--- src/rtl/adder_pipe.sv ---
// ---------------------------------------------------------------------------
// adder_pipe
//
// Pipelined ripple-carry adder with valid/ready handshaking on both sides.
// The WIDTH-bit operands are split into STAGES equal chunks. Each pipeline
// stage adds one chunk and registers the carry for the next stage. The
// operands still to be added travel alongside the carry, and the sum chunks
// already computed travel with them.
//
// All stages advance together whenever the output register is empty or is
// being drained this cycle. This gives full backpressure with a purely
// combinational in_ready.
//
// Parameters:
//   WIDTH   operand / sum width in bits (>= 2)
//   STAGES  number of pipeline stages (1..WIDTH, must divide WIDTH)
//
// Ports:
//   clk        rising-edge clock
//   rstn       asynchronous active-low reset
//   in_valid   operand beat valid
//   in_ready   block accepts a beat this cycle
//   a, b       operands (unsigned or two's complement)
//   c_in       carry in
//   out_valid  result valid
//   out_ready  consumer accepts the result
//   sum        a + b + c_in modulo 2^WIDTH
//   c_out      carry out of the MSB
//   ovf        signed overflow (carry into MSB xor carry out of MSB)
//   sub        (only with ADDER_PIPE_SUB_EN) compute a - b for this beat
//
// Optional feature macro: ADDER_PIPE_SUB_EN adds the 'sub' input.
// ---------------------------------------------------------------------------
module adder_pipe #(
  parameter int WIDTH  = 8,
  parameter int STAGES = 2
) (
  input  logic             clk,
  input  logic             rstn,
  input  logic             in_valid,
  output logic             in_ready,
  input  logic [WIDTH-1:0] a,
  input  logic [WIDTH-1:0] b,
  input  logic             c_in,
  output logic             out_valid,
  input  logic             out_ready,
  output logic [WIDTH-1:0] sum,
  output logic             c_out,
  output logic             ovf
`ifdef ADDER_PIPE_SUB_EN
  ,
  input  logic             sub
`endif
);

  localparam int CHUNK = WIDTH / STAGES;
  // The last stage needs no operand copy, so only STAGES-1 operand
  // registers exist. One slot is kept for the single-stage case.
  localparam int AB_DEPTH = (STAGES > 1) ? STAGES - 1 : 1;

  generate
    if (WIDTH < 2 || STAGES < 1 || STAGES > WIDTH || (WIDTH % STAGES) != 0) begin : g_bad_params
      $error("adder_pipe: illegal WIDTH/STAGES combination");
    end
  endgenerate

  logic                adv;
  logic [STAGES-1:0]   st_valid;
  logic [STAGES-1:0]   st_carry;
  logic [WIDTH-1:0]    st_sum [STAGES];
  logic [WIDTH-1:0]    st_a   [AB_DEPTH];
  logic [WIDTH-1:0]    st_b   [AB_DEPTH];
  logic                ovf_q;

  logic [WIDTH-1:0]    b_eff;
  logic                c_eff;
  logic [CHUNK:0]      part;
  logic [STAGES-1:0]   nx_carry;
  logic [WIDTH-1:0]    nx_sum [STAGES];
  logic [WIDTH-1:0]    nx_a   [STAGES];
  logic [WIDTH-1:0]    nx_b   [STAGES];
  logic                nx_ovf;

  // The whole pipe moves as one: it advances when the output slot is free
  // or is being consumed in this cycle.
  assign adv       = !out_valid || out_ready;
  assign in_ready  = adv;
  assign out_valid = st_valid[STAGES-1];
  assign sum       = st_sum[STAGES-1];
  assign c_out     = st_carry[STAGES-1];
  assign ovf       = ovf_q;

  // Subtraction is a + ~b + 1. Inverting b at the entry lets the rest of
  // the pipe stay a plain adder, and the signed-overflow rule still holds
  // on the inverted operand.
  always_comb begin
    b_eff = b;
    c_eff = c_in;
`ifdef ADDER_PIPE_SUB_EN
    if (sub) begin
      b_eff = ~b;
      c_eff = 1'b1;
    end
`endif
  end

  // Per-stage chunk additions. Stage 0 works on the live inputs. Stage k
  // works on the operands and carry registered by stage k-1 and fills in
  // its own slice of the running sum. The carry into the MSB is recovered
  // as a^b^sum at the top bit, so ovf needs no extra carry chain.
  always_comb begin
    nx_carry = '0;
    part = {1'b0, a[CHUNK-1:0]} + {1'b0, b_eff[CHUNK-1:0]} + {{CHUNK{1'b0}}, c_eff};
    nx_a[0]   = a;
    nx_b[0]   = b_eff;
    nx_sum[0] = '0;
    nx_sum[0][CHUNK-1:0] = part[CHUNK-1:0];
    nx_carry[0] = part[CHUNK];
    for (int k = 1; k < STAGES; k++) begin
      part = {1'b0, st_a[k-1][k*CHUNK +: CHUNK]} + {1'b0, st_b[k-1][k*CHUNK +: CHUNK]}
           + {{CHUNK{1'b0}}, st_carry[k-1]};
      nx_a[k]   = st_a[k-1];
      nx_b[k]   = st_b[k-1];
      nx_sum[k] = st_sum[k-1];
      nx_sum[k][k*CHUNK +: CHUNK] = part[CHUNK-1:0];
      nx_carry[k] = part[CHUNK];
    end
    nx_ovf = nx_a[STAGES-1][WIDTH-1] ^ nx_b[STAGES-1][WIDTH-1]
           ^ nx_sum[STAGES-1][WIDTH-1] ^ nx_carry[STAGES-1];
  end

  // Pipeline registers. Reset flushes every in-flight beat and clears the
  // visible result. Holding on !adv keeps a stalled result stable.
  always_ff @(posedge clk or negedge rstn) begin
    if (!rstn) begin
      st_valid <= '0;
      st_carry <= '0;
      ovf_q    <= 1'b0;
      for (int k = 0; k < STAGES; k++) st_sum[k] <= '0;
      for (int k = 0; k < AB_DEPTH; k++) begin
        st_a[k] <= '0;
        st_b[k] <= '0;
      end
    end else if (adv) begin
      st_valid[0] <= in_valid;
      for (int k = 1; k < STAGES; k++) st_valid[k] <= st_valid[k-1];
      for (int k = 0; k < STAGES; k++) st_sum[k] <= nx_sum[k];
      for (int k = 0; k < STAGES - 1; k++) begin
        st_a[k] <= nx_a[k];
        st_b[k] <= nx_b[k];
      end
      st_carry <= nx_carry;
      ovf_q    <= nx_ovf;
    end
  end

endmodule

--- config.mk ---
export PLATFORM = sky130hd
export DESIGN_NAME = adder_pipe
export DESIGN_NICKNAME = d
export VERILOG_FILES = /design/src/rtl/adder_pipe.sv
export SDC_FILE = /design/constraint.sdc
export NUM_CORES = 1
export LEC_CHECK = 0
export BUFFER_PORTS_ARGS = -buffer_cell sky130_fd_sc_hd__buf_2
export CAP_MARGIN = 15
export CELL_PAD_IN_SITES_DETAIL_PLACEMENT = 1
export CELL_PAD_IN_SITES_GLOBAL_PLACEMENT = 1
export CORE_MARGIN = 3
export CORE_UTILIZATION = 36
export DETAILED_ROUTE_END_ITERATION = 16
export PLACE_DENSITY = 0.78
export SYNTH_ARGS = -nofsm -noshare
export SYNTH_HDL_FRONTEND = slang
export SYNTH_SLANG_ARGS = --single-unit
--- constraint.sdc ---
create_clock -name clk -period 1.79 [get_ports clk]
set_clock_uncertainty 0.1 [all_clocks]
set_input_delay 0.2685 -clock clk [delete_from_list [all_inputs] [get_ports clk]]
set_output_delay 0.2685 -clock clk [all_outputs]
set_load 0.01 [all_outputs]
======== Yosys cells after proc, flatten, opt, wreduce, memory -nomap -nowiden ========
Index checks and enable logic that the tools add are counted.
Widths: inputs -> output; s select.
storage, ports and cells
  input port bits ......................... 21
  memories ................................ 0
  logic and storage cells ................. 16
  bits in latches ......................... 0
  register bits ........................... 33
  output and inout port bits .............. 12
  bits in read-only memories .............. 0
  memory bits (writable) .................. 0
operators by class
  multiply operators ...................... 0
  div/mod/pow operators ................... 0
  add/subtract/negate cells ............... 4
  $lt $le $gt $ge ......................... 0
  mux-type cells .......................... 0
  reduce and logical (&&, ||, !) cells .... 2
  shifts and indexed selects .............. 0
  eq/ne operators ......................... 0
  bitwise operators ....................... 3
operator list
  cell              number
  $add 4x4->5       2
  $add 5x1->5       2
  $xor 1x1->1       3
  $logic_not 1->1   1
  $logic_or 1x1->1  1

======== Depth between registers and ports, before layout ========
Gate-level depths: netlist (run 1).
  depth after elaboration ................. 4
  depth in mapped cells ................... 7
  mapped depth without buffers ............ 7

======== Least setup slack after synthesis (run 1) ========
No wires, ideal clock.
  path type ............................... reg2reg
  start point ............................. register st_carry[0]
  end point ............................... register ovf_q (netlist: ovf)
  required time ........................... 1562 ps
  setup time .............................. 128 ps
  path buffers ............................ 0
  setup slack ............................. 66 ps
  cell stages (with the launch flop) ...... 8
  arrival time ............................ 1496 ps
  cell sequence ........................... dfrtp_1 > fa_1 > inv_1 > fa_1 > nand2b_1 > o2bb2ai_1 > xnor2_1 > a21oi_1
on the way
  cells in the longest elaborated chain, start to end .. 3
RTL lines
  item                    RTL line  source
  from (decl)             69        logic [STAGES-1:0] st_carry;
  from (signal assigned)  152       st_carry <= nx_carry;
  $add 5x1->5 *           121       + {{CHUNK{1'b0}}, st_carry[k-1]};
  $xor 1x1->1             129       ^ nx_sum[STAGES-1][WIDTH-1] ^ nx_carry[STAGES-1];
  $xor 1x1->1 *           129
  to (signal assigned)    153       ovf_q <= nx_ovf;
  to (decl)               73        logic ovf_q;
Every way passes the cells marked *; elsewhere a longest branch is shown, timed or not.
A chain may end at the register's enable or synchronous reset.

======== Worst setup path in the final report (run 1) ========
  start point ............................. register st_carry[0]
  end point ............................... register st_sum, in the netlist sum[7]
on the way
  cells in the longest elaborated chain, start to end .. 1
RTL lines
  item         RTL line  source
  $add 5x1->5  121
  to (decl)    70        logic [WIDTH-1:0] st_sum [STAGES];
Every way passes these cells.

==> flow_metrics.env, run 1 <==
export IMPL_seqPwrFrac_pct=48.6
export IMPL_critPathCaptureType="register"
export IMPL_routed_wl_um=2600
export IMPL_synth_edff_count=0
export IMPL_synthCells=96
export IMPL_finalSetupViolations=0
export IMPL_grt_first_pass_wirelength_um=4160
export IMPL_nets=165
export IMPL_num_vias=837
export IMPL_ys_seq_elements=25
export IMPL_grt_max_degree=37
export IMPL_coreArea_sq_um=3180
export IMPL_layout_commonest_cell="buf_2"
export IMPL_yosysSeqAreaShare_pct=50.2
export IMPL_n_antenna_cell=0
export IMPL_worstHoldStart="b[5]"
export IMPL_arrival_ns=1.91
export IMPL_initial_core_util_pct=39.2
export IMPL_path_cells="fa_2 -> buf_4 -> a21o_1 -> a21oi_2 -> xor2_1 -> a21oi_1"
export IMPL_dpl_cell_area_sq_um=1440
export IMPL_syn_area_sq_um=1250
export IMPL_avgRoutedWirePerCell_um=14.7
export IMPL_drtAntennaViolNets=0
export IMPL_rows=20
export IMPL_cp_startpoint="st_carry[0]"
export IMPL_cts_tree="yes"
export IMPL_dpl_hpwl_um=1820
export IMPL_combPwrFrac_pct=35.1
export IMPL_ir_drop_mv=0.308
export IMPL_cts_root_buf="clkbuf_4"
export IMPL_gp_congestion=0.831
export IMPL_drt_iter0_markers=21
export IMPL_clockBufferDepth=2
export IMPL_crit_family="flip-flops"
export IMPL_cts_sinks=25
export IMPL_htreeDepth=1
export IMPL_internal_power_w=0.00109
export IMPL_antenna_found_initial=0
export IMPL_rsz0062_at_grt="true"
export IMPL_grt_pass1_vias=918
export IMPL_fillCellCount=363
export IMPL_tightestPinTransition_ns=0.567
export IMPL_finalHoldViolations=0
export IMPL_overflow=0
export IMPL_final_cell_mix="buf_2 (32), dfrtp_1 (25), mux2_4 (9), a21oi_1 (9), nor2_1 (9)"
export IMPL_drcViolationCount=0
export IMPL_status="completed"
export IMPL_grt_use_total_pct=13.2
export IMPL_p_total_w=0.00163
export IMPL_hold_class="input port to register"
export IMPL_cts_buffers=3
export IMPL_critPathRequiredTime_ns=1.91
export IMPL_crit_buf_inv=1
export IMPL_setup_tns_ns=0
export IMPL_finalHoldWorstSlack_ns=0.0340
export IMPL_path_clk_slew_ns=0.15
export IMPL_ys_async_sr_fraction_pct=100
export IMPL_cpMaxStageDelayCell="dfrtp_1"
export IMPL_die_x_um=64.8
export IMPL_synth_cell_types=19
export IMPL_pwr_share_clk_pct=16.3
export IMPL_die_height_um=64.8
export IMPL_synth_main_ff_cell="dfrtp_1"
export IMPL_min_period_over_period_pct=99.7
export IMPL_viasPerCell=4.73
export IMPL_fmax_ghz=0.560
export IMPL_synth_avg_cell_area_sq_um=13.0
export IMPL_drv_cap=0
export IMPL_power_switching_w=0.000541
export IMPL_max_stage_delay_ns=0.43
export IMPL_drt_first_pass_iters=4
export IMPL_leakage_nw=0.760
export IMPL_crit_fanout=2
export IMPL_start_kind="register"
export IMPL_fin_crit_ns=1.78
export IMPL_path_class="register to register"
export IMPL_slew_viol_final=0
export IMPL_synth_nets=127
export IMPL_drive_gt1_share_pct=46.6
export IMPL_synthToLayoutAreaGrowth_pct=21.9
export IMPL_fin_util_pct=47.8
export IMPL_fin_area_sq_um=1520
export IMPL_yosysWarnings=0
export IMPL_dieArea_sq_um=4200
export IMPL_port_buffer_count=32
export IMPL_p_sw_share_pct=33.1
export IMPL_ioPinCount=33
export IMPL_insertion_delay_ns=0.33
export IMPL_reg2reg_from="st_carry[0]"
export IMPL_powerDensity_nw_per_um2=1070
export IMPL_slew_headroom_pct=62.2
## state kept, by name (all words and copies together), names as in the netlist
signal,count
st_a,4
sum,8
ovf,1
st_carry,2
nx_sum,4
st_valid,2
st_b,4
## worst register-to-register path, stage by stage, from the launching register on
cell and delay (ns):
dfrtp_1 0.43, fa_2 0.40, buf_4 0.14, a21o_1 0.15
a21oi_2 0.18, xor2_1 0.18, a21oi_1 0.08
## synth_stat cells (3+ instances only)
cell type / number / share of area (%)
a21oi_1: 9 / 3.6
ha_1: 6 / 6.0
nor2_1: 9 / 2.7
mux2_4: 9 / 11
mux2_2: 5 / 4.5
xor2_1: 3 / 2.1
fa_1: 4 / 6.4
dfrtp_1: 25 / 50
a21o_1: 3 / 1.8
inv_1: 7 / 2.1
## per-stage QoR
stage               setup WS, ns  cells
floorplan                 0.0657     96
global placement         0.00613    170
detailed placement       -0.0618    170
CTS                     -0.00304    176
global route              -0.117    177
finish                   0.00560    177
## cells by family (layout without fill, tap and decap cells)
group | after synthesis | count (layout) | share of synthesized area (%)
mux | 14 | 14 | 15.4
simple gates | 14 | 15 | 5.42
flops | 25 | 25 | 50.2
buf+inv | 11 | 47 | 4.72
xor+xnor | 5 | 5 | 3.51
compound gates | 17 | 17 | 8.33
fa+ha+maj | 10 | 10 | 12.4
## layer usage
layer / part of all wire [%] / global-route usage (%)
met1: 45 / 15.5
met3: 4.7 / 2.95
met4: 1.9 / 5.54
met2: 48 / 22.9
met5: 0 / 0
## power groups by stage
| stage | clock network, W | registers [W] | logic (W) |
|---|---|---|---|
| after floorplan | 0 | 0.000830 | 0.000313 |
| after global placement | 0 | 0.000792 | 0.000525 |
| after detailed placement | 0 | 0.000804 | 0.000542 |
| after CTS | 0.000275 | 0.000793 | 0.000578 |
| after global routing | 0.000304 | 0.000815 | 0.000639 |
| final | 0.000267 | 0.000793 | 0.000573 |
## what timing repair did
action,in CTS,in global routing
endpoints found under the hold margin,25,0
buffers inserted,1,0
pin swaps,4,1
cloned,0,1
gates resized for setup,5,0
endpoints found under the setup margin,1,3
hold buffers,1,0
## area by class of cell
class,count,area (sq um),share of cell area [%]
clock buffer,3,22.5,1.48
clock inverter,1,7.51,0.494
inverter,7,26.3,1.73
multi-input combinational,61,589,38.8
sequential,25,626,41.2
tap,44,55.1,3.62
timing repair buffer,36,193,12.7
## path summary, 6_finish.rpt
check	depth (start not counted)	slack [ns]	endpoint
max reg2reg	6	0.006	sum[7]
max	6	0.006	sum[7]
max in group asynchronous	2	0.87	st_b[7]
min	3	0.03	st_b[5]
min reg2reg	1	0.40	st_valid[1]
min in group asynchronous	2	0.34	st_valid[1]
Note: power is estimated with default switching activity, not from simulation.
==> run 2, diff against run 1 <==
- ABC_AREA: not set -> 1
- CORE_UTILIZATION: 36 -> 35
- PLACE_DENSITY: 0.78 -> 0.79
==> run 2 against run 1 <==
Compared with the run above: non-clock buffer count down 2; register-to-register slack better by 0.02 ns; total power up 3.2%; largest cell class unchanged.
==> flow_metrics.env, run 2 <==
export IMPL_status="completed"
export IMPL_yosysWarnings=0
export IMPL_powerDensity_nw_per_um2=1070
export IMPL_synth_edff_count=0
export IMPL_initial_core_util_pct=38.1
export IMPL_hold_class="input port to register"
export IMPL_cts_setup_buffers=0
export IMPL_dp_slack_ns=-0.0262
export IMPL_synth_top_area_share_pct=47.0
export IMPL_die_height_um=67.7
export IMPL_dpl_hpwl_um=2210
export IMPL_drt_iter0_markers=27
export IMPL_antenna_found_initial=0
export IMPL_die_x_um=67.7
export IMPL_tightestPinTransition_ns=0.556
export IMPL_path_clk_slew_ns=0.09
export IMPL_dpl_cell_area_sq_um=1500
export IMPL_synthToLayoutAreaGrowth_pct=18.6
export IMPL_layout_commonest_cell="nand2_1"
export IMPL_grt_pass1_vias=1181
export IMPL_fmax_ghz=0.567
export IMPL_drv_cap=0
export IMPL_synth_nets=179
export IMPL_grt_max_degree=26
export IMPL_overflow=0
export IMPL_start_kind="register"
export IMPL_port_buffer_count=32
export IMPL_arrival_ns=1.83
export IMPL_ys_async_sr_fraction_pct=100
export IMPL_crit_buf_inv=2
export IMPL_critPathRequiredTime_ns=1.86
export IMPL_ys_seq_elements=25
export IMPL_routed_wl_um=2950
export IMPL_critPathCaptureType="register"
export IMPL_finalHoldViolations=0
export IMPL_slew_viol_final=0
export IMPL_htreeDepth=1
export IMPL_yosysTopAreaCell="dfrtp_1"
export IMPL_yosysSeqAreaShare_pct=47.0
export IMPL_grt_first_pass_wirelength_um=5040
export IMPL_path_class="register to register"
export IMPL_syn_area_sq_um=1330
export IMPL_rows=21
export IMPL_ir_drop_mv=0.310
export IMPL_avgRoutedWirePerCell_um=13.0
export IMPL_grt_use_total_pct=14.4
export IMPL_final_cell_mix="nand2_1 (59), buf_2 (32), dfrtp_1 (25)"
export IMPL_coreArea_sq_um=3490
export IMPL_setup_ws_ns=0.0263
export IMPL_drive_gt1_share_pct=30.4
export IMPL_cts_sinks=25
export IMPL_fin_util_pct=45.2
export IMPL_drt_first_pass_iters=3
export IMPL_ioPinCount=33
export IMPL_drcViolationCount=0
export IMPL_viasPerCell=4.75
export IMPL_path_cells="fa_2 -> inv_2 -> fa_2 -> inv_2 -> or2_2 -> nand3_2 -> nand2_1"
export IMPL_drtAntennaViolNets=0
export IMPL_clockBufferDepth=2
export IMPL_max_stage_delay_ns=0.41
export IMPL_slew_headroom_pct=62.9
export IMPL_cts_tree="yes"
export IMPL_n_antenna_cell=0
export IMPL_min_period_over_period_pct=98.5
export IMPL_num_vias=1078
export IMPL_cpMaxStageDelayCell="dfrtp_1"
export IMPL_finalSetupViolations=0
export IMPL_synth_avg_cell_area_sq_um=9.00
export IMPL_synthTopCellsByCount="nand2_1 (63), dfrtp_1 (25), inv_1 (13), nand3_1 (7)"
export IMPL_crit_fanout=3
export IMPL_dieArea_sq_um=4580
export IMPL_fin_crit_ns=1.76
export IMPL_gp_congestion=0.810
export IMPL_cts_buffers=3
export IMPL_fin_area_sq_um=1580
export IMPL_leakage_nw=0.855
export IMPL_insertion_delay_ns=0.27
export IMPL_largest_reg_flops=8
export IMPL_synth_cell_types=18
export IMPL_rsz0062_at_grt="true"
export IMPL_setup_tns_ns=0
export IMPL_synth_main_ff_cell="dfrtp_1"
export IMPL_crit_family="adder cells"
export IMPL_synthTopCellsByArea="dfrtp_1 (47%), nand2_1 (18%), fa_1 (6.0%)"
export IMPL_synth_most_common_cell="nand2_1"
export IMPL_synthCells=148
export IMPL_nets=213
export IMPL_cts_root_buf="clkbuf_8"
export IMPL_p_total_w=0.00169
[run 2: cell count changes after synthesis, moves of 3 or more]
cell and delta:
nand2_1 +61, mux2_4 -9, nand3_1 +7, a21oi_1 -6
inv_1 +6, mux2_2 -5, o21ai_2 +5, a21o_1 -3
nor2_1 -3, xor2_1 -3
[run 2: final cells by class]
type / count / area [sq um]
Timing Repair Buffer: 34 / 190
Fill cell: 444 / 1920
Sequential cell: 25 / 626
Inverter: 14 / 65.1
Clock inverter: 1 / 7.51
Tap cell: 46 / 57.6
Clock buffer: 3 / 41.3
Multi-Input combinational cell: 104 / 592
[run 2: power breakdown]
part / leakage, nW / switching (W) / internal [W]
Combinational: 0.534 / 0.000336 / 0.000238
Clock: 0.0217 / 0.000190 / 0.000158
Sequential: 0.299 / 0.0000686 / 0.000694
[run 2: cells by family (layout without fill, tap and decap cells)]
logic type	count (synthesis)	count (layout)	synth area share, %
AND/OR/NAND/NOR	82	82	25.4
flip-flops	25	25	47.0
buffers and inverters	19	52	10.1
AO/OA/AOI/OAI	12	12	5.92
adder cells (fa/ha/maj)	10	10	11.7
[run 2: worst paths after layout]
path	end	start	depth (start not counted)	slack, ns
max	sum[6]	st_a[4]	7	0.03
min	st_b[6]	b[6]	3	0.1
max reg2reg	sum[6]	st_a[4]	7	0.03
min reg2reg	sum[4]	sum[4]	2	0.38
max in group asynchronous	sum[2]	rstn	2	0.81
min in group asynchronous	sum[4]	rstn	2	0.41
[run 2: what timing repair did]
item                       in CTS  in global routing
setup endpoints to repair       3                  3
resized for setup               3                  6
hold buffers                    1                  0
hold endpoints to repair       25                  0
pin swaps                       0                  4
[run 2: metrics by stage]
step,hold WS (ns),instances
floorplan,-0.127,148
global placement,0.185,222
detailed placement,0.200,222
CTS,0.103,227
global route,0.0990,227
finish,0.0993,227
[run 2: metal layers]
metal,track usage (%),routed length (um),vias up,share of wire [%]
met5,0,0,-,0
met4,5.82,55,0,1.9
met3,1.83,129,7,4.4
met2,26.6,1540,25,52
met1,16.6,1220,524,41
li1,-,-,522,-
[run 2: worst reg2reg max path, cell delays in order, from the launching register on]
cell     delay, ns
dfrtp_1       0.41
fa_2          0.41
inv_2         0.08
fa_2          0.21
inv_2         0.05
or2_2         0.28
nand3_2       0.08
nand2_1       0.05
==> run 3, diff against run 2 <==
- RECOVER_POWER: not set -> 100
==> run 3 against run 2 <==
Compared with the run above: clock power barely moved; hold slack lost 0.00067 ns; global-route usage did not move; via count about the same; largest cell class unchanged; first-iteration DRC count shrank 7.4%; combinational power fell by 5.9%; die area stayed put; sequential share of layout area grew 0.96 points.
==> flow_metrics.env, run 3 (same netlist as run 2, synthesis figures left out) <==
export IMPL_tightestPinTransition_ns=0.620
export IMPL_htreeDepth=1
export IMPL_max_stage_delay_ns=0.41
export IMPL_dp_cells=222
export IMPL_grt_first_pass_wirelength_um=5040
export IMPL_ioPinCount=33
export IMPL_fin_crit_ns=1.77
export IMPL_grt_max_degree=26
export IMPL_antenna_found_initial=0
export IMPL_path_cells="fa_2 -> inv_2 -> fa_2 -> inv_2 -> or2_2 -> nand3_2 -> nand2_1"
export IMPL_slew_headroom_pct=58.7
export IMPL_initial_core_util_pct=38.1
export IMPL_overflow=0
export IMPL_path_clk_slew_ns=0.10
export IMPL_cts_tree="yes"
export IMPL_powerDensity_nw_per_um2=1070
export IMPL_layout_commonest_cell="nand2_1"
export IMPL_min_period_over_period_pct=98.7
export IMPL_cts_buffers=3
export IMPL_slew_viol_final=0
export IMPL_synthToLayoutAreaGrowth_pct=15.8
export IMPL_drtAntennaViolNets=0
export IMPL_drt_first_pass_iters=4
export IMPL_drv_cap=0
export IMPL_avgRoutedWirePerCell_um=13.1
export IMPL_cts_root_buf="clkbuf_8"
export IMPL_combPwrFrac_pct=32.7
export IMPL_path_class="register to register"
export IMPL_status="completed"
export IMPL_crit_fanout=3
export IMPL_pwr_share_clk_pct=21.1
export IMPL_fin_area_sq_um=1540
export IMPL_grt_use_total_pct=14.4
export IMPL_p_sw_share_pct=35.7
export IMPL_arrival_ns=1.83
export IMPL_gp_congestion=0.810
export IMPL_largest_reg_flops=8
export IMPL_drive_gt1_share_pct=21.5
export IMPL_cts_setup_buffers=0
export IMPL_final_cell_mix="nand2_1 (59), dfrtp_1 (25), buf_2 (18)"
export IMPL_leakage_nw=0.811
export IMPL_viasPerCell=4.74
export IMPL_dpl_hpwl_um=2210
export IMPL_n_antenna_cell=0
export IMPL_port_buffer_count=32
export IMPL_internal_power_w=0.00106
export IMPL_routed_wl_um=2970
export IMPL_hold_class="input port to register"
export IMPL_crit_family="adder cells"
export IMPL_critPathCaptureType="register"
export IMPL_die_x_um=67.7
export IMPL_drcViolationCount=0
export IMPL_num_vias=1077
export IMPL_fillCellCount=452
export IMPL_coreArea_sq_um=3490
export IMPL_grt_pass1_vias=1181
export IMPL_regArea_sq_um=626
export IMPL_dpl_cell_area_sq_um=1500
export IMPL_start_kind="register"
export IMPL_multi_input_area_sq_um=581
export IMPL_finalHoldViolations=0
export IMPL_cpMaxStageDelayCell="dfrtp_1"
export IMPL_fmax_ghz=0.566
export IMPL_die_height_um=67.7
export IMPL_dieArea_sq_um=4580
export IMPL_seqPwrFrac_pct=46.3
export IMPL_nets=213
export IMPL_finalSetupViolations=0
export IMPL_ir_drop_mv=0.309
export IMPL_rsz0062_at_grt="true"
export IMPL_finalNonFillerCells=227
export IMPL_clockBufferDepth=2
export IMPL_cts_sinks=25
export IMPL_critPathRequiredTime_ns=1.86
export IMPL_insertion_delay_ns=0.27
export IMPL_power_switching_w=0.000591
export IMPL_rows=21
export IMPL_crit_buf_inv=2
export IMPL_drt_iter0_markers=25
-- run 3: changes by cell type in the layout (fill, tap and decap cells not counted) --
| cell | change |
|---|---|
| clkbuf_2 | +1 |
| o21ai_2 | -3 |
| o21ai_0 | +3 |
| inv_4 | +1 |
| buf_2 | -14 |
| clkbuf_1 | +13 |
| clkinv_8 | -1 |
-- run 3: final cells by class --
class,count,share of cell area (%)
clock buffer,3,2.68
clock inverter,1,0.487
inverter,14,3.57
multi-input combinational,104,37.7
sequential,25,40.6
tap,46,3.73
timing repair buffer,34,11.3
-- run 3: final timing paths --
path	from	end	slack, ns	cells after the start
worst max-delay path	st_a[4]	sum[6]	0.02	7
worst min-delay path	b[6]	st_b[6]	0.1	3
worst max register to register	st_a[4]	sum[6]	0.02	7
worst min register to register	st_valid[0]	st_valid[1]	0.37	2
max in group asynchronous	rstn	st_carry[1]	0.75	2
min in group asynchronous	rstn	sum[4]	0.43	2
-- run 3: repair_timing --
action	CTS	global route
hold buffers	1	0
hold endpoints to repair	25	0
resized for setup	3	6
pin swaps	0	4
endpoints found under the setup margin	3	3
-- run 3: power by group through the flow --
stage / clock network (W) / logic (W) / registers, W
6_report: 0.000348 / 0.000540 / 0.000765
5_1_grt: 0.000376 / 0.000627 / 0.000783
4_1_cts: 0.000356 / 0.000569 / 0.000764
3_5_place_dp: 0 / 0.000553 / 0.000773
3_3_place_gp: 0 / 0.000533 / 0.000767
2_1_floorplan: 0 / 0.000334 / 0.000807
-- run 3: per-layer routing --
layer	GRT usage (%)	up-vias	routed length, um
li1	-	522	-
met2	26.6	25	1520
met3	1.83	7	124
met4	5.82	0	57
met5	0	-	0
met1	16.6	523	1260
-- run 3: tightest hold or removal path, cell delays in order --
cell and delay, ns:
buf_2 0.07, nand2_1 0.05, nand2_1 0.05
-- run 3: stage by stage --
step	utilization (%)	hold WS (ns)	total power, W	TNS (ns)	setup WS [ns]
after floorplan	-	-0.127	0.00114	0	0.106
after global placement	42.9	0.185	0.00130	0	0.0616
after detailed placement	42.9	0.200	0.00133	-0.0517	-0.0262
after CTS	44.8	0.103	0.00169	0	0.00656
after global routing	44.1	0.0990	0.00179	-0.0943	-0.0446
final	44.1	0.0986	0.00165	0	0.0226
